[src/rtl/gt_cache_pkg.sv]
`default_nettype none
// ============================================================================
// Module      : gt_cache_pkg
// Description : Shared types, widths and helpers for the byte-read cache
//               miss/refill sequencer (gt_refill_ctrl and its timer).
//               Contents: ADDR_W, LINE_W, DATA_W, OFFSET_W, state_t and
//               line_align().
// Revision    : 1.0 - initial release
// ============================================================================
package gt_cache_pkg;

    localparam int ADDR_W   = 32;
    localparam int LINE_W   = 256;
    localparam int DATA_W   = 8;
    localparam int OFFSET_W = 5;   // log2(LINE_W/8)

    typedef enum logic [2:0] {
        ST_IDLE      = 3'd0,
        ST_LOOKUP    = 3'd1,
        ST_WB_REQ    = 3'd2,
        ST_FETCH_REQ = 3'd3,
        ST_WAIT_DATA = 3'd4,
        ST_FILL      = 3'd5
    } state_t;

    // Zero the byte-offset bits so the address points at the start of a line.
    function automatic logic [ADDR_W-1:0] line_align(input logic [ADDR_W-1:0] addr);
        return addr & {{(ADDR_W-OFFSET_W){1'b1}}, {OFFSET_W{1'b0}}};
    endfunction

endpackage
`default_nettype wire

[src/rtl/gt_refill_timer.sv]
`default_nettype none
// ============================================================================
// Module      : gt_refill_timer
// Description : Wait-for-memory-data timeout counter.
//   clk     in  clock
//   rst_n   in  synchronous active-low reset (count -> 0)
//   clear   in  restart the count at 0
//   enable  in  one more cycle spent waiting
//   expired out this enabled cycle brings the count to TIMEOUT
// Revision    : 1.0 - initial release
// ============================================================================
module gt_refill_timer #(
    parameter int TIMEOUT = 255
) (
    input  logic clk,
    input  logic rst_n,
    input  logic clear,
    input  logic enable,
    output logic expired
);

    localparam int               CNT_W  = $clog2(TIMEOUT + 1);
    localparam logic [CNT_W-1:0] C_LAST = CNT_W'(TIMEOUT - 1);
    localparam logic [CNT_W-1:0] C_MAX  = CNT_W'(TIMEOUT);

    logic [CNT_W-1:0] r_cnt;

    always_ff @(posedge clk) begin
        if (!rst_n) begin
            r_cnt <= '0;
        end else if (clear) begin
            r_cnt <= '0;
        end else if (enable && (r_cnt != C_MAX)) begin
            r_cnt <= r_cnt + CNT_W'(1);
        end
    end

    // Flagged one cycle early so the controller can react on the same edge
    // the count reaches TIMEOUT.
    assign expired = enable && (r_cnt == C_LAST);

endmodule
`default_nettype wire

[src/rtl/gt_refill_ctrl.sv]
`default_nettype none
// ============================================================================
// Module      : gt_refill_ctrl
// Description : Miss/refill sequencer for a direct-mapped byte-read cache.
//               Accepts one CPU read, looks it up, writes back a dirty
//               victim, fetches and fills the missing line, then replays the
//               lookup so every response comes from the cache.
//   CPU   : req_valid/req_addr/req_ready, resp_valid/resp_data
//   Cache : cache_addr, cache_hit, cache_dirty, cache_victim_addr,
//           cache_rdata, cache_wb_data, cache_fill_en, cache_fill_data
//   Memory: mem_req_valid/we/addr, mem_wdata, mem_req_ready,
//           mem_rdata_valid, mem_rdata
//   Status: timeout_err (one-cycle pulse when a fetch is reissued)
//   Optional macro GT_REFILL_PERF_CNT_EN adds saturating hit_cnt/miss_cnt.
// Revision    : 1.0 - initial release
// ============================================================================
module gt_refill_ctrl
    import gt_cache_pkg::*;
#(
    parameter int TIMEOUT = 255
) (
    input  logic              CLK,
    input  logic              RST_N,
    input  logic              req_valid,
    input  logic [ADDR_W-1:0] req_addr,
    output logic              req_ready,
    output logic              resp_valid,
    output logic [DATA_W-1:0] resp_data,
    output logic [ADDR_W-1:0] cache_addr,
    input  logic              cache_hit,
    input  logic              cache_dirty,
    input  logic [ADDR_W-1:0] cache_victim_addr,
    input  logic [DATA_W-1:0] cache_rdata,
    input  logic [LINE_W-1:0] cache_wb_data,
    output logic              cache_fill_en,
    output logic [LINE_W-1:0] cache_fill_data,
    output logic              mem_req_valid,
    output logic              mem_req_we,
    output logic [ADDR_W-1:0] mem_req_addr,
    output logic [LINE_W-1:0] mem_wdata,
    input  logic              mem_req_ready,
    input  logic              mem_rdata_valid,
    input  logic [LINE_W-1:0] mem_rdata,
    output logic              timeout_err
`ifdef GT_REFILL_PERF_CNT_EN
    ,
    output logic [31:0]       hit_cnt,
    output logic [31:0]       miss_cnt
`endif
);

    state_t            r_state;
    logic [ADDR_W-1:0] r_addr;
    logic              r_replay;     // current LOOKUP follows a fill
    logic              w_tmr_clear;
    logic              w_tmr_en;
    logic              w_tmr_expired;

    // The cache is always indexed by the captured request address; it is
    // only meaningful in LOOKUP and FILL.
    assign cache_addr  = r_addr;

    assign w_tmr_clear = (r_state == ST_FETCH_REQ) && mem_req_ready;
    assign w_tmr_en    = (r_state == ST_WAIT_DATA) && !mem_rdata_valid;

    gt_refill_timer #(
        .TIMEOUT (TIMEOUT)
    ) u_timer (
        .clk     (CLK),
        .rst_n   (RST_N),
        .clear   (w_tmr_clear),
        .enable  (w_tmr_en),
        .expired (w_tmr_expired)
    );

    always_ff @(posedge CLK) begin
        if (!RST_N) begin
            r_state         <= ST_IDLE;
            r_addr          <= '0;
            r_replay        <= 1'b0;
            req_ready       <= 1'b1;
            resp_valid      <= 1'b0;
            resp_data       <= '0;
            cache_fill_en   <= 1'b0;
            cache_fill_data <= '0;
            mem_req_valid   <= 1'b0;
            mem_req_we      <= 1'b0;
            mem_req_addr    <= '0;
            mem_wdata       <= '0;
            timeout_err     <= 1'b0;
        end else begin
            // Single-cycle strobes
            resp_valid    <= 1'b0;
            cache_fill_en <= 1'b0;
            timeout_err   <= 1'b0;

            case (r_state)
                ST_IDLE: begin
                    if (req_valid) begin
                        r_addr    <= req_addr;
                        r_replay  <= 1'b0;
                        req_ready <= 1'b0;
                        r_state   <= ST_LOOKUP;
                    end
                end
                ST_LOOKUP: begin
                    if (cache_hit) begin
                        resp_valid <= 1'b1;
                        resp_data  <= cache_rdata;
                        req_ready  <= 1'b1;
                        r_state    <= ST_IDLE;
                    end else if (cache_dirty) begin
                        mem_req_valid <= 1'b1;
                        mem_req_we    <= 1'b1;
                        mem_req_addr  <= line_align(cache_victim_addr);
                        mem_wdata     <= cache_wb_data;
                        r_state       <= ST_WB_REQ;
                    end else begin
                        mem_req_valid <= 1'b1;
                        mem_req_we    <= 1'b0;
                        mem_req_addr  <= line_align(r_addr);
                        r_state       <= ST_FETCH_REQ;
                    end
                end
                ST_WB_REQ: begin
                    // Writeback accepted: turn straight into the fetch
                    // request so mem_req_valid never gaps.
                    if (mem_req_ready) begin
                        mem_req_we   <= 1'b0;
                        mem_req_addr <= line_align(r_addr);
                        r_state      <= ST_FETCH_REQ;
                    end
                end
                ST_FETCH_REQ: begin
                    if (mem_req_ready) begin
                        mem_req_valid <= 1'b0;
                        r_state       <= ST_WAIT_DATA;
                    end
                end
                ST_WAIT_DATA: begin
                    // Data takes priority over a coincident timeout.
                    if (mem_rdata_valid) begin
                        cache_fill_data <= mem_rdata;
                        cache_fill_en   <= 1'b1;
                        r_replay        <= 1'b1;
                        r_state         <= ST_FILL;
                    end else if (w_tmr_expired) begin
                        timeout_err   <= 1'b1;
                        mem_req_valid <= 1'b1;
                        mem_req_we    <= 1'b0;
                        mem_req_addr  <= line_align(r_addr);
                        r_state       <= ST_FETCH_REQ;
                    end
                end
                ST_FILL: begin
                    r_state <= ST_LOOKUP;
                end
                default: begin
                    req_ready     <= 1'b1;
                    mem_req_valid <= 1'b0;
                    r_state       <= ST_IDLE;
                end
            endcase
        end
    end

`ifdef GT_REFILL_PERF_CNT_EN
    always_ff @(posedge CLK) begin
        if (!RST_N) begin
            hit_cnt  <= '0;
            miss_cnt <= '0;
        end else if (r_state == ST_LOOKUP) begin
            if (cache_hit && !r_replay && (hit_cnt != 32'hFFFF_FFFF)) begin
                hit_cnt <= hit_cnt + 32'd1;
            end
            if (!cache_hit && (miss_cnt != 32'hFFFF_FFFF)) begin
                miss_cnt <= miss_cnt + 32'd1;
            end
        end
    end
`endif

endmodule
`default_nettype wire
[config.mk]
export PLATFORM = sky130hd
export DESIGN_NAME = gt_refill_ctrl
export DESIGN_NICKNAME = d
export VERILOG_FILES = /design/src/rtl/gt_cache_pkg.sv /design/src/rtl/gt_refill_timer.sv /design/src/rtl/gt_refill_ctrl.sv
export SDC_FILE = /design/constraint.sdc
export NUM_CORES = 1
export LEC_CHECK = 0
export CORE_AREA = 2 2 459 461
export CTS_BUF_LIST = sky130_fd_sc_hd__clkbuf_8
export CTS_CLUSTER_DIAMETER = 200
export DETAILED_ROUTE_END_ITERATION = 8
export DIE_AREA = 0 0 461 463
export PLACE_DENSITY_LB_ADDON = 0.2
export SLEW_MARGIN = 25
export SYNTH_ARGS = -nofsm -noshare
export SYNTH_HDL_FRONTEND = slang
export SYNTH_SLANG_ARGS = --single-unit
[constraint.sdc]
create_clock -name CLK -period 2 [get_ports CLK]
set_clock_uncertainty 0.15 [all_clocks]
set_input_delay 0.4 -clock CLK [delete_from_list [all_inputs] [get_ports CLK]]
set_output_delay 0.4 -clock CLK [all_outputs]
set_load 0.005 [all_outputs]
==> run summary <==
Reg2reg setup slack -> 0.04 ns
Number of buffers created by CTS -> 121
Residual DRC -> 0
Core Box Area -> 209000 um^2
P per Cell Area -> 837 nW/um^2
Total grt overflow -> 0
Post-synth top area cell -> dfxtp_1
Met2 usage -> 21.7%
Final WL -> 142000 um
Ys async rst share -> 0%
Pin count of the biggest net entering global routing -> 58
I/O Buffers -> 1170
DR pass1 iterations -> 7
VDD IR max -> 552 uV
Final Setup Violations -> 0
Yosys cell types -> 48
Die width -> 461 um
Hold slack -> 0.0695 ns
Most frequent cells in the layout -> nand2_1 (1137), clkdlybuf4s50_1 (584), a21oi_1 (557)
Layout area overhead -> 119%
Global-route wire length before repair -> 195000 um
Synth top area share -> 55.3%
CTS clk-pin slew, worst paths -> 0.06 ns
Clock tree root driver cell -> clkbuf_8
Worst Hold Class -> primary input to flop
Unrepaired setup endpoints after global routing -> yes
Vias in the first global route -> 26400
P_leak -> 18.2 nW
I/O pin count -> 1181
Met3 usage -> 4.43%
Maximum clock path buffer count -> 3
Antenna viol nets, final -> 0
Post-synthesis cell area -> 21600 um^2
Most common cell after layout, fill and taps aside -> nand2_1
Critical path data required time -> 2.64 ns
Max cap viols -> 0
Setup CP Type -> flop to flop
CTS tree -> built
Synth warn -> 0
Die height -> 463 um
Crit path DAT -> 2.61 ns
H-Tree Depth -> 3
Crit path capture type -> flop
Status -> finished clean
DR vias -> 26000
Top_reg_cell synth -> dfxtp_1
Worst-path maximum fanout -> 5
DP HPWL -> 109000 um
CP Launch Type -> flop
Drt via density -> 3.46
GRT Overall Usage -> 12.5%
Post-Syn Instances -> 2735
Starting DRT DRC Count -> 1038
Setup TNS -> 0 ns
EDFF count, synth -> 0
Initial antenna violation count -> 48
Die ar. -> 213000 um^2
Clock Latency Late Sink -> 0.88 ns
Gr busiest metal -> met2
Final min period -> 1.96 ns
Avg Cell Area, Syn -> 7.88 um^2
Seq/Total Area, Yosys -> 55.3%
Final Cycle Share -> 98.2%
Met1 GRT Util -> 14.2%
Yosys reg bits -> 596
Final Max Tran Viols -> 0
Avg WL per Cell -> 18.9 um
Layout cells sized above 1 -> 33.9%
Routability cong. -> 0.813
Maximum clock rate -> 509 MHz
Std-Cell Rows -> 168
Starting Density -> 10.3%
Final count of hold timing violations -> 0
Clock sink total -> 596
NumNets Final -> 5198
Top cells by area, synth -> dfxtp_1 (55%), nand2_1 (20%), a21oi_1 (13%)
-- sequential cells by signal, indices dropped and copies added (netlist names), 3 cells and up --
signal and cells:
mem_req_addr 27, cache_fill_data 256, cache_addr 32, u_timer.r_cnt 8
mem_wdata 256, r_state 3, resp_data 8
-- synthesized netlist by cell type (7+ instances only) --
master and instances:
nand2_1 1138, buf_2 45, o31ai_1 28, and3_1 28, clkbuf_1 161, nor3b_1 30
nand3_1 8, dfxtp_1 596, nor2_1 10, a22o_1 26, a21oi_1 561, inv_1 7
mux2i_1 27
-- where the power goes --
part           internal (W)  total (W)  switching, W
clock               0.00732     0.0136       0.00625
sequential           0.0133     0.0141      0.000843
combinational       0.00624     0.0118       0.00561
-- metrics by stage --
step,instance area (um^2),worst slack [ns],cells,util [%],total power (W)
final,47300,0.0356,7526,22.7,0.0395
after global routing,47300,-0.0574,7521,22.7,0.0419
after CTS,46600,-0.120,7471,22.3,0.0400
after detailed placement,37600,-0.565,6651,18.0,0.0243
after global placement,37600,-0.638,6651,18.0,0.0243
after floorplan,21600,0.0241,2739,-,0.0177
-- routing by layer --
| metal | share of wire [%] | wire length, um |
|---|---|---|
| met4 | 2.4 | 3350 |
| met2 | 49 | 69700 |
| met1 | 40 | 56700 |
| met5 | 0.12 | 175 |
| met3 | 8.5 | 12100 |
-- final timing paths --
| kind | startpoint | endpoint | cells after the start |
|---|---|---|---|
| hold / removal | cache_wb_data[18] | mem_wdata[18] | 3 |
| hold reg to reg | cache_fill_data[144] | cache_fill_data[144] | 2 |
| setup reg to reg | r_state[0] | u_timer.r_cnt[5] | 4 |
| setup / recovery | r_state[0] | u_timer.r_cnt[5] | 4 |
-- worst max-delay path, stage by stage, from the launching register on --
cell	delay, ns
dfxtp_4	0.36
or4b_4	0.56
a311o_1	0.39
or3_4	0.34
a21oi_2	0.13
-- kinds of logic (layout without fill, tap and decap cells) --
logic type	count (synthesis)	in the layout	synth area share [%]
flip-flops	596	596	55.3
XOR/XNOR	4	4	0.162
adder cells (fa/ha/maj)	2	2	0.116
other	1	27	0.0174
AND/OR/NAND/NOR	1239	1239	22.8
buffers and inverters	225	2185	4.39
multiplexers	27	27	1.25
AO/OA/AOI/OAI	641	641	15.9
-- repair_timing --
action,4_1_cts,5_1_grt
pin swaps,1,6
gates resized for setup,3491,50
buffers inserted,54,25
gates cloned,0,8
endpoints found under the hold margin,590,0
hold buffers,549,0
endpoints found under the setup margin,733,289
-- final cells by class --
cell class	count	area [um^2]
antenna	22	55.1
timing repair buffer	1960	19600
clock inverter	66	439
inverter	8	37.5
tap	2805	3510
fill	23300	161000
multi-input combinational	1918	8840
clock buffer	151	2080
sequential	596	12700
No activity file was read; power rests on OpenSTA's default activity.
